<file path="src/rtl/tile_test_sequencer_if.sv">
// Handshake and grid bus between the tile test sequencer and its controller.
// Carries the abort line only when TILE_TEST_SEQUENCER_ABORT_EN is defined.
interface tile_test_sequencer_if;
  logic       start;
  logic [7:0] num_patterns;
  logic [7:0] golden_sig;
  logic [3:0] dut_out;
  logic [3:0] dut_in;
  logic       busy;
  logic       done;
  logic       pass;
  logic [7:0] sig;
  logic [7:0] pattern_idx;
`ifdef TILE_TEST_SEQUENCER_ABORT_EN
  logic       abort;

  modport master (
    output start, num_patterns, golden_sig,
    output dut_out, abort,
    input  dut_in, busy, done, pass,
    input  sig, pattern_idx
  );

  modport slave (
    input  start, num_patterns, golden_sig,
    input  dut_out, abort,
    output dut_in, busy, done, pass,
    output sig, pattern_idx
  );
`else
  modport master (
    output start, num_patterns, golden_sig,
    output dut_out,
    input  dut_in, busy, done, pass,
    input  sig, pattern_idx
  );

  modport slave (
    input  start, num_patterns, golden_sig,
    input  dut_out,
    output dut_in, busy, done, pass,
    output sig, pattern_idx
  );
`endif
endinterface

</file>
<file path="src/rtl/tile_test_sequencer.sv">
// LFSR-driven 2x2 tile grid tester with MISR signature compaction.
// Optional run abort via TILE_TEST_SEQUENCER_ABORT_EN.
module tile_test_sequencer #(
  parameter int unsigned SETTLE_CYCLES = 2
) (
  input  logic clk,
  input  logic rst_n,
  tile_test_sequencer_if.slave bus
);

  typedef enum logic [2:0] {
    IDLE,
    APPLY,
    SETTLE,
    CAPTURE,
    DONE
  } state_t;

  localparam logic [3:0] SETTLE_LAST = 4'(SETTLE_CYCLES - 1);

  state_t     state;
  state_t     state_nx;
  logic [3:0] lfsr;
  logic [3:0] cnt;
  logic [7:0] num_lat;
  logic [3:0] dut_in;
  logic [7:0] sig;
  logic [7:0] idx;
  logic       done;
  logic       pass;
  logic       abort;
  logic       aborting;
  logic [7:0] idx_inc;
  logic [7:0] sig_nx;
  logic [3:0] lfsr_nx;

`ifdef TILE_TEST_SEQUENCER_ABORT_EN
  assign abort = bus.abort;
`else
  assign abort = 1'b0;
`endif

  assign idx_inc = idx + 8'd1;
  assign lfsr_nx = {lfsr[2:0], lfsr[3] ^ lfsr[2]};
  assign sig_nx  = {sig[6:0], sig[7] ^ sig[5] ^ sig[4] ^ sig[3]}
                 ^ {4'b0000, bus.dut_out};
  assign aborting = abort &&
    (state inside {APPLY, SETTLE, CAPTURE});

  always_comb begin
    state_nx = state;
    unique case (state)
      IDLE: begin
        if (bus.start)
          state_nx = (bus.num_patterns == 8'd0) ? DONE : APPLY;
      end
      APPLY: begin
        state_nx = (SETTLE_CYCLES == 0) ? CAPTURE : SETTLE;
      end
      SETTLE: begin
        if (cnt == SETTLE_LAST)
          state_nx = CAPTURE;
      end
      CAPTURE: begin
        state_nx = (idx_inc == num_lat) ? DONE : APPLY;
      end
      DONE: begin
        state_nx = IDLE;
      end
      default: begin
        state_nx = IDLE;
      end
    endcase
    if (aborting)
      state_nx = IDLE;
  end

  always_ff @(posedge clk or negedge rst_n) begin
    if (!rst_n) begin
      state   <= IDLE;
      lfsr    <= 4'b0001;
      cnt     <= 4'd0;
      num_lat <= 8'd0;
      dut_in  <= 4'd0;
      sig     <= 8'd0;
      idx     <= 8'd0;
      done    <= 1'b0;
      pass    <= 1'b0;
    end else begin
      state <= state_nx;
      done  <= (state == DONE);
      case (state)
        IDLE: begin
          if (bus.start) begin
            sig     <= 8'd0;
            idx     <= 8'd0;
            pass    <= 1'b0;
            lfsr    <= 4'b0001;
            num_lat <= bus.num_patterns;
          end
        end
        APPLY: begin
          cnt <= 4'd0;
          if (!aborting)
            dut_in <= lfsr;
        end
        SETTLE: begin
          cnt <= cnt + 4'd1;
        end
        CAPTURE: begin
          // an aborted capture leaves the partial signature intact
          if (!aborting) begin
            sig  <= sig_nx;
            lfsr <= lfsr_nx;
            idx  <= idx_inc;
          end
        end
        DONE: begin
          pass <= (sig == bus.golden_sig);
        end
        default: begin
        end
      endcase
      if (aborting)
        pass <= 1'b0;
    end
  end

  assign bus.dut_in      = dut_in;
  assign bus.busy        = (state != IDLE);
  assign bus.done        = done;
  assign bus.pass        = pass;
  assign bus.sig         = sig;
  assign bus.pattern_idx = idx;

endmodule

</file>
<file path="src/flat_wrapper.sv">
// flat-port wrapper written by rule: the top's interface ports become plain ports
module tile_test_sequencer_flat 
#(
  parameter int unsigned SETTLE_CYCLES = 2
)
  (clk, rst_n, bus_start, bus_num_patterns, bus_golden_sig, bus_dut_out, bus_dut_in, bus_busy, bus_done, bus_pass, bus_sig, bus_pattern_idx);
  tile_test_sequencer_if bus_i ();
  input  logic clk;
  input  logic rst_n;
  input wire logic [$bits(bus_i.start)-1:0] bus_start;
  input wire logic [$bits(bus_i.num_patterns)-1:0] bus_num_patterns;
  input wire logic [$bits(bus_i.golden_sig)-1:0] bus_golden_sig;
  input wire logic [$bits(bus_i.dut_out)-1:0] bus_dut_out;
  output wire logic [$bits(bus_i.dut_in)-1:0] bus_dut_in;
  output wire logic [$bits(bus_i.busy)-1:0] bus_busy;
  output wire logic [$bits(bus_i.done)-1:0] bus_done;
  output wire logic [$bits(bus_i.pass)-1:0] bus_pass;
  output wire logic [$bits(bus_i.sig)-1:0] bus_sig;
  output wire logic [$bits(bus_i.pattern_idx)-1:0] bus_pattern_idx;
  assign bus_i.start = bus_start;
  assign bus_i.num_patterns = bus_num_patterns;
  assign bus_i.golden_sig = bus_golden_sig;
  assign bus_i.dut_out = bus_dut_out;
  assign bus_dut_in = bus_i.dut_in;
  assign bus_busy = bus_i.busy;
  assign bus_done = bus_i.done;
  assign bus_pass = bus_i.pass;
  assign bus_sig = bus_i.sig;
  assign bus_pattern_idx = bus_i.pattern_idx;
  tile_test_sequencer #(.SETTLE_CYCLES(SETTLE_CYCLES)) u_core (.clk(clk), .rst_n(rst_n), .bus(bus_i));
endmodule
</file>
<file path="config.mk">
export PLATFORM = sky130hd
export DESIGN_NAME = tile_test_sequencer_flat
export DESIGN_NICKNAME = d
export VERILOG_FILES = /design/src/rtl/tile_test_sequencer_if.sv /design/src/rtl/tile_test_sequencer.sv /design/src/flat_wrapper.sv
export SDC_FILE = /design/constraint.sdc
export NUM_CORES = 1
export LEC_CHECK = 0
export CORE_UTILIZATION = 40
export CTS_CLUSTER_DIAMETER = 40
export DETAILED_ROUTE_END_ITERATION = 12
export PLACE_DENSITY = 0.76
export SYNTH_ARGS = -nofsm -noshare
export SYNTH_HDL_FRONTEND = slang
export SYNTH_SLANG_ARGS = --single-unit
</file>
<file path="constraint.sdc">
create_clock -name clk -period 1.7 [get_ports clk]
set_clock_uncertainty 0.1 [all_clocks]
set_input_delay 0.34 -clock clk [delete_from_list [all_inputs] [get_ports clk]]
set_output_delay 0.34 -clock clk [all_outputs]
set_load 0.01 [all_outputs]
</file>
* Word-level counts from Yosys, hierarchy flattened *
Index checks and enable logic that the tools add are counted.

word-level totals
  bits in registers = 41
  input port bits = 23
  output and inout bits = 23

cells by class
  $add $sub $neg = 2
  equal/unequal tests = 9
  multiplexer cells = 13
  bitwise gates (word level) = 5
  reductions and logical operators = 10

operators by type and width
  kind                                                                    number
  8-bit one-hot mux with 2 select lines                                   2
  8-bit equality test                                                     2
  4-bit one-hot mux with 2 select lines                                   2
  3-bit two-way mux                                                       4
  3-bit one-hot mux with 4 select lines                                   1
  8-bit by 1-bit adder with 8-bit output (second input constant)          1
  8-bit logical NOT                                                       1
  8-bit two-way mux                                                       1
  2-bit AND reduction                                                     4
  8-bit by 4-bit bitwise XOR with 8-bit output                            1
  3-bit by 2-bit equality test with 1-bit output (second input constant)  2
  2-bit nonzero test                                                      3
  4-bit by 1-bit adder with 4-bit output (second input constant)          1
  4-bit by 1-bit equality test with 1-bit output (second input constant)  1
  4-bit two-way mux                                                       1
  2-bit != test (second input constant)                                   2
  1-bit bitwise XOR                                                       4
  3-bit by 1-bit equality test with 1-bit output (second input constant)  1
  3-bit equality test (second input constant)                             1
  3-bit logical NOT                                                       1
  3-bit nonzero test                                                      1
  1-bit one-hot mux with 2 select lines                                   1
  1-bit two-way mux                                                       1

* Logic depth before layout (Yosys ltp) *
  depth in word-level cells = 5
  depth in mapped cells = 6
  gate-level depth less buffers = 6

* Worst setup path after synthesis *
OpenSTA, ideal clock, no wires.

  path type = flip-flop to flip-flop
  start point = register u_core.idx[0], in the netlist u_core.bus.pattern_idx[0]
  end point = register u_core.state[0]
  library setup time = 0.129 ns
  arrival time = 1.713 ns
  data required time = 1.471 ns
  path slack = -0.242 ns
  cell stages (with the launch flop) = 7
  buffers on the path = 0
  period minus slack after synthesis = 1.942 ns
  cells stage by stage = dfrtp_1 > ha_1 > and4_1 > nand4b_1 > o211ai_1 > o2111ai_1 > o41a_1

on the way
  cells in the longest elaborated chain, start to end = 4

ends and longest elaborated chain
  element                                 RTL line                    text
  start: declaration                      tile_test_sequencer.sv:28   logic [7:0] idx;
  start signal: assignment                tile_test_sequencer.sv:115  idx <= idx_inc;
  8-bit by 1-bit adder with 8-bit output  tile_test_sequencer.sv:43   assign idx_inc = idx + 8'd1;
  8-bit equality test                     tile_test_sequencer.sv:65   state_nx = (idx_inc == num_lat) ? DONE : APPLY;
  3-bit two-way mux                       tile_test_sequencer.sv:65
  3-bit one-hot mux with 4 select lines   tile_test_sequencer.sv:52   unique case (state)
  end signal: assignment                  tile_test_sequencer.sv:90   state <= state_nx;
  end: declaration                        tile_test_sequencer.sv:21   state_t state;

No other way between the ends.
A chain may end at the register's enable or synchronous reset.

* Final worst setup path *
  start point = register u_core.idx[3], in the netlist u_core.bus.pattern_idx[3]
  end point = register u_core.state[0]

The elaborated chain is that of the path after synthesis.

==> impl_metrics.toml <==
[outcome]
run_status = "complete, but fails checks"
violations = "setup timing"

[logic_synthesis]
syn_avg_cell_area_um2 = 9.908
synth_largest_area_cell = "dfrtp_1"
yosysWarnings = 0
syn_nets = 248
yosys-top-cells-area = "dfrtp_1 (46%), xnor2_1 (8.0%), o21ai_0 (5.9%)"
syn_area_um2 = 2200
netlist.area_leader.share = 0.4551
syn_inst = 222
ys_seq_area_frac = 0.4670
ys_types = 46
synth-seq-cells = 41

[sta]
period_minus_slack_ns = 1.780
finalHoldViolCount = 0
tightest_slew_ns = 0.4375
relSlewSlack = 0.7083
min_period_over_period = 1.047
rsz0062_at_grt = "true"
holdWs_ns = 0.4147
max_freq_mhz = 561.9
layout_setup_ws_ns = -0.07969
setup_viol = 2
slew_viol_final = 0

[drt]
met1Wirelength_mm = 2.329
wl_met2_mm = 2.672
wire_per_inst_um = 14.26
first_iter_violations = 85
drt-pass1-iter-count = 4
wirelength_mm = 5.506
vias_per_cell = 5.277
top_layer = "met4"
num_vias = 2037
dr_wl_met3_um = 382
detail-route-antenna-nets = 0
drc = 0

[power]
clkPwrFrac = 0.142
p_per_area_nw_per_um2 = 1597
p_int_mw = 3.195
switching_share = 0.3782
p_comb_frac = 0.534
peakVddDrop_uv = 913.4
p_leak_nw = 1.425
power_switching_mw = 1.943
seq_power_share = 0.324

[critical_path]
critPathRequiredTime_ns = 1.77
cp-end-kind = "flip-flop"
critical_path_class = "reg -> reg"
crit_fanout = 6
cp-start-kind = "flip-flop"
critPathArrivalTime_ns = 1.85

[global_route]
grt.overflow.total = 0
grt_pass1_wl_mm = 9.018
antenna_found_initial = 0
grt_pass1_vias = 1961
grt_usage = 0.1946
grt_max_degree = 25

[place]
dpl.hpwl_mm = 3.901
port_buffers = 45
dp_cells = 365
globalplace.congestion = 0.8496

[clocking]
clock_path_buffers = 2
clk_latency_ns = 0.30
cts_buffers = 5
ctsHtreeMaxLevel = 2
clk_pin_slew_ns = 0.09
cts_num_sinks = 41
clockRootBuffer = "clkbuf_8"
cts_tree = "yes"

[floorplanning]
die_h_um = 76.16
die_area_um2 = 5800
core_area_um2 = 5205
rows = 26
io_pins = 46
initial_utilization = 0.4226
die_w_um = 76.16

[cells_and_area]
antenna_cells = 0
fin_nets = 341
syn2layout_area_growth_pct = 46.25
final_cells = 386
n_fill_cell = 431
drive_gt1_frac = 0.2880

[min_path]
hp-class = "in -> async"

[flow_run]
cap_violations = 0
cells in the final DEF, fill, tap and decap left out, types with 2 or more instances in the layout:
cell             count
a21oi_1              7
a31oi_1              2
buf_12               2
buf_4               49
clkbuf_8             7
clkdlybuf4s50_1     34
dfrtp_1             35
dfrtp_2              5
dlygate4sd2_1        6
dlymetal6s2s_1       2
ha_1                 2
inv_1                4
mux2_2              11
nand2_1             32
nand3_1              5
nand4_1              2
nor2_1               7
nor2b_1              2
nor3_1               6
nor3b_1              3
nor4_1               3
o21ai_0             25
o22ai_1              5
o41ai_1              2
or3_1                2
xnor2_1             20
xor2_1               5
metrics by stage:
step	setup TNS (ns)	area [um^2]	power (mW)	utilization	setup WS, ns
6_report	-0.08291	3217	5.138	0.6180	-0.07969
3_3_place_gp	-0.4609	3009	4.191	0.5781	-0.05399
5_1_grt	-0.5312	3217	5.460	0.6180	-0.1245
3_5_place_dp	-0.6676	3009	4.270	0.5781	-0.1016
4_1_cts	-0.08101	3194	5.122	0.6137	-0.07122
2_1_floorplan	-0.03019	2236	3.168	-	-0.03019
flip-flops by register name (all words and copies together), names as in the netlist:
register / cells
u_core.bus.done: 1
u_core.bus.dut_in: 4
u_core.bus.pass: 1
u_core.bus.pattern_idx: 8
u_core.bus.sig: 8
u_core.cnt: 4
u_core.lfsr: 4
u_core.num_lat: 8
u_core.state: 3
layout make-up:
cell class              instances  area, um^2  area share
clock buffers                   7       96.34     0.02995
repair buffers                 97       857.1      0.2664
clock inverters                 1       8.758    0.002723
well taps                      70       87.58     0.02723
flip-flops and latches         41        1033      0.3213
inverters                       5       18.77    0.005834
multi-input cells             165        1115      0.3466
cells in the mapped netlist, drive strengths merged:
master,instances
a21o,1
a21oi,8
a22oi,1
a2bb2oi,1
a31oi,2
and3,1
and4,1
buf,8
clkbuf,3
dfrtp,40
dfstp,1
ha,3
inv,5
mux2,12
nand2,32
nand2b,1
nand3,6
nand4,2
nand4b,1
nor2,8
nor2b,2
nor3,7
nor3b,3
nor4,3
nor4b,1
o2111ai,1
o211ai,1
o21ai,26
o22ai,5
o31a,1
o31ai,1
o32ai,1
o41a,1
o41ai,2
or2,1
or3,3
xnor2,20
xor2,6
power by group through the flow:
stage / Combinational [mW] / Sequential, mW / Clock (mW)
5_1_grt: 2.97 / 1.72 / 0.769
4_1_cts: 2.71 / 1.66 / 0.748
6_report: 2.74 / 1.66 / 0.730
3_3_place_gp: 2.48 / 1.71 / 0
3_5_place_dp: 2.55 / 1.72 / 0
2_1_floorplan: 1.42 / 1.75 / 0
worst max-delay path: stages, from the launching register on:
cell,delay (ns)
dfrtp_1,0.43
or3_1,0.38
a31oi_1,0.15
a21o_1,0.15
a21oi_2,0.07
o41a_1,0.37
routing by layer:
metal  up-vias  GRT usage
li1        966          -
met1       981     0.2440
met2        78     0.3227
met3        12    0.05030
met4         0    0.07308
met5         -          0
worst paths after layout:
path | from | endpoint | slack (ns) | cells past startpoint
setup / recovery | u_core.bus.pattern_idx[3]$_DFFE_PN0P_ | u_core.state[0]$_DFFE_PN0P_ | -0.08 | 5
hold / removal | rst_n | u_core.bus.dut_in[2]$_DFFE_PN0P_ | 0.41 | 2
setup reg to reg | u_core.bus.pattern_idx[3]$_DFFE_PN0P_ | u_core.state[0]$_DFFE_PN0P_ | -0.08 | 5
hold reg to reg | u_core.num_lat[1]$_DFFE_PN0P_ | u_core.num_lat[1]$_DFFE_PN0P_ | 0.42 | 1
max in group asynchronous | rst_n | u_core.bus.pattern_idx[0]$_DFFE_PN0P_ | 0.61 | 3
min in group clk | u_core.num_lat[1]$_DFFE_PN0P_ | u_core.num_lat[1]$_DFFE_PN0P_ | 0.42 | 1
kinds of logic after synthesis:
logic type	synth area share
simple gates	0.1655
mux	0.06143
flops	0.4670
buf+inv	0.04208
compound gates	0.1399
fa+ha+maj	0.01707
xor+xnor	0.1069
timing repair:
item / CTS / global route
setup buffers: 10 / 2
gates resized for setup: 14 / 6
hold buffers: 1 / 0
endpoints found under the hold margin: 16 / 0
pin swaps: 2 / 2
endpoints found under the setup margin: 15 / 23
No activity file was read; power rests on OpenSTA's default activity.
==> patch, RTL diff (config.mk and constraints unchanged) <==
Make the reset (`rst_n`) synchronous in one clocked block.
--- a/src/rtl/tile_test_sequencer.sv
+++ b/src/rtl/tile_test_sequencer.sv
@@ -77,3 +77,3 @@
 
-  always_ff @(posedge clk or negedge rst_n) begin
+  always_ff @(posedge clk) begin
     if (!rst_n) begin
Formal check against the unedited RTL: differs if rst_n is asserted again (counterexample within 4 cycles, from zero or initial values and one cycle with rst_n low); with rst_n held inactive, the same outputs for 10 cycles.
==> patch against the unedited design <==
  * The flow still finishes with violations (negative setup slack)
  * Fmax grew 2.7%
  * Area after synthesis grew 1.1%
  * Cell area shrank 0.54%
  * Wire length fell by 3.7%
  * Sequential cell count stayed put
  * Synthesized cell count up 18%
  * Worst setup slack improved by 0.047 ns
  * Critical endpoint is now u_core.state[0]
Power is not compared: it rests on default switching activity, and its combinational part moved more than twofold at a synthesized area within 25%.
==> patch: results (changes against the unedited design) <==
Drt
  – Via Count: 2,099 (+3.0%)
  – Initial drt markers: 118 (+39%)
  – Drt pass-1 iters: 5 (+1)
  – Avg WL per Cell: 13.1 um (-8.4%)
  – Vias per inst: 5.17 (-2.0%)

Place
  – GPL Wtd Cong: 0.808 (-4.9%)
  – Placed cells: 397 (+8.8%)
  – Detailed Place HPWL: 3890 um (-0.21%)

GRT
  – Vias in the first global route: 1,923 (-1.9%)
  – Global-route wire length before repair: 8800 um (-2.4%)
  – Total track usage: 18.5% (-0.96 points)
  – Largest net degree at the start of global routing: 27 (+8.0%)

Run status
  – Failing checks: negative setup slack
  – Status: complete, but fails checks

Worst setup path
  – Crit-path slowest cell: or3_4
  – CP max FO: 4 (-2)

Logic synthesis
  – Synth area leaders: dfxtp_1 37%, xor2_1 6.7%, a21boi_0 5.7%
  – Xor/xnor share of the synthesized area: 10.6% (-0.058 points)
  – Synth Area per Inst: 8.52 sq um (-14%)
  – Ys async rst share: 0% (-100 points)
  – Syn_nets: 287 (+16%)
  – Post-synthesis mux area share: 2.31% (-3.8 points)
  – Netlist cell types: 47 (+2.2%)
  – Seq/Total Area, Yosys: 36.9% (-9.8 points)
  – Adder-cell share of the synthesized area: 1.69% (-0.018 points)
  – Commonest cells post-synth: 41 x dfxtp_1, 34 x nand2_1, 18 x nor2b_1, 17 x a21boi_0, 17 x xor2_1
  – Compound-Gate Fraction of Synth Area: 19.2% (+5.2 points)

STA
  – Worst Setup Slack, final: -0.0327 ns (+0.0470 ns)
  – Worst slew pin tran: 0.415 ns (-0.0221 ns)
  – Setup violators final: 2 (unchanged)

Final layout
  – Filler Cells Inserted: 452 (+4.9%)
  – Count of nets after finishing: 361 (+5.9%)

Min path
  – Hold crit path type: reg2reg
[patch: critical path, delay by kind of cell (launching register included)]
kind	cells	cell delay, ns
buffers and inverters	1	0.09
AOI/OAI and AO/OA	2	0.24
and+or+nand+nor	3	0.82
DFF	1	0.37
[patch: repair_timing]
item / in CTS / in global routing
resized for setup: 31 / 13
setup endpoints to repair: 18 / 13
gates cloned: 0 / 0
buffers inserted: 0 / 1
pin swaps: 5 / 4
[patch: logic make-up (layout without fill, tap and decap cells)]
logic type | count (synthesis) | count (layout)
muxes | 5 | 5
adders and majority gates | 3 | 3
DFF | 41 | 41
buffers and inverters | 19 | 94
AOI/OAI and AO/OA | 63 | 63
and+or+nand+nor | 103 | 103
xor gates and xnor gates | 27 | 27
[patch: worst paths after layout]
check | start | cells after the start | endpoint | slack [ns]
worst max-delay path | u_core.bus.pattern_idx[0] | 6 | u_core.state[0] | -0.03
worst min-delay path | u_core.num_lat[7] | 2 | u_core.num_lat[7] | 0.39
worst max register to register | u_core.bus.pattern_idx[0] | 6 | u_core.state[0] | -0.03
worst min register to register | u_core.num_lat[7] | 2 | u_core.num_lat[7] | 0.39
[patch: metrics by stage]
| step | setup TNS, ns | cell area, sq um | hold WS (ns) | utilization (%) | setup WS, ns |
|---|---|---|---|---|---|
| finish | -0.0621 | 3200 | 0.385 | 61.1 | -0.0327 |
| global route | -0.204 | 3200 | 0.416 | 61.1 | -0.119 |
| CTS | -0.0105 | 3150 | 0.388 | 60.1 | -0.00781 |
| detailed placement | -3.34 | 2990 | 0.376 | 57.2 | -0.202 |
| global placement | -2.41 | 2990 | 0.367 | 57.2 | -0.177 |
| floorplan | 0 | 2240 | 0.348 | - | 0.00403 |
[patch: layer usage]
layer,vias to the layer above,GRT usage [%],share of wire (%)
met5,-,0,0
met4,0,6.15,1.3
met3,8,3.59,4.2
met2,52,31.0,48
met1,988,23.6,46
li1,1051,-,-
[patch: power by group through the flow]
stage	registers [uW]	logic, uW	clock network, uW
after floorplan	1070	312	0
after global placement	1080	535	0
after detailed placement	1080	546	0
after CTS	1050	552	755
after global routing	1060	614	792
final	1060	561	738
[patch: final cells by class]
class | count | area share, %
Timing Repair Buffer | 81 | 23.2
Sequential cell | 41 | 26.8
Clock buffer | 6 | 2.93
Multi-Input combinational cell | 201 | 43.3
Clock inverter | 2 | 0.508
Tap cell | 70 | 2.74
Inverter | 5 | 0.587
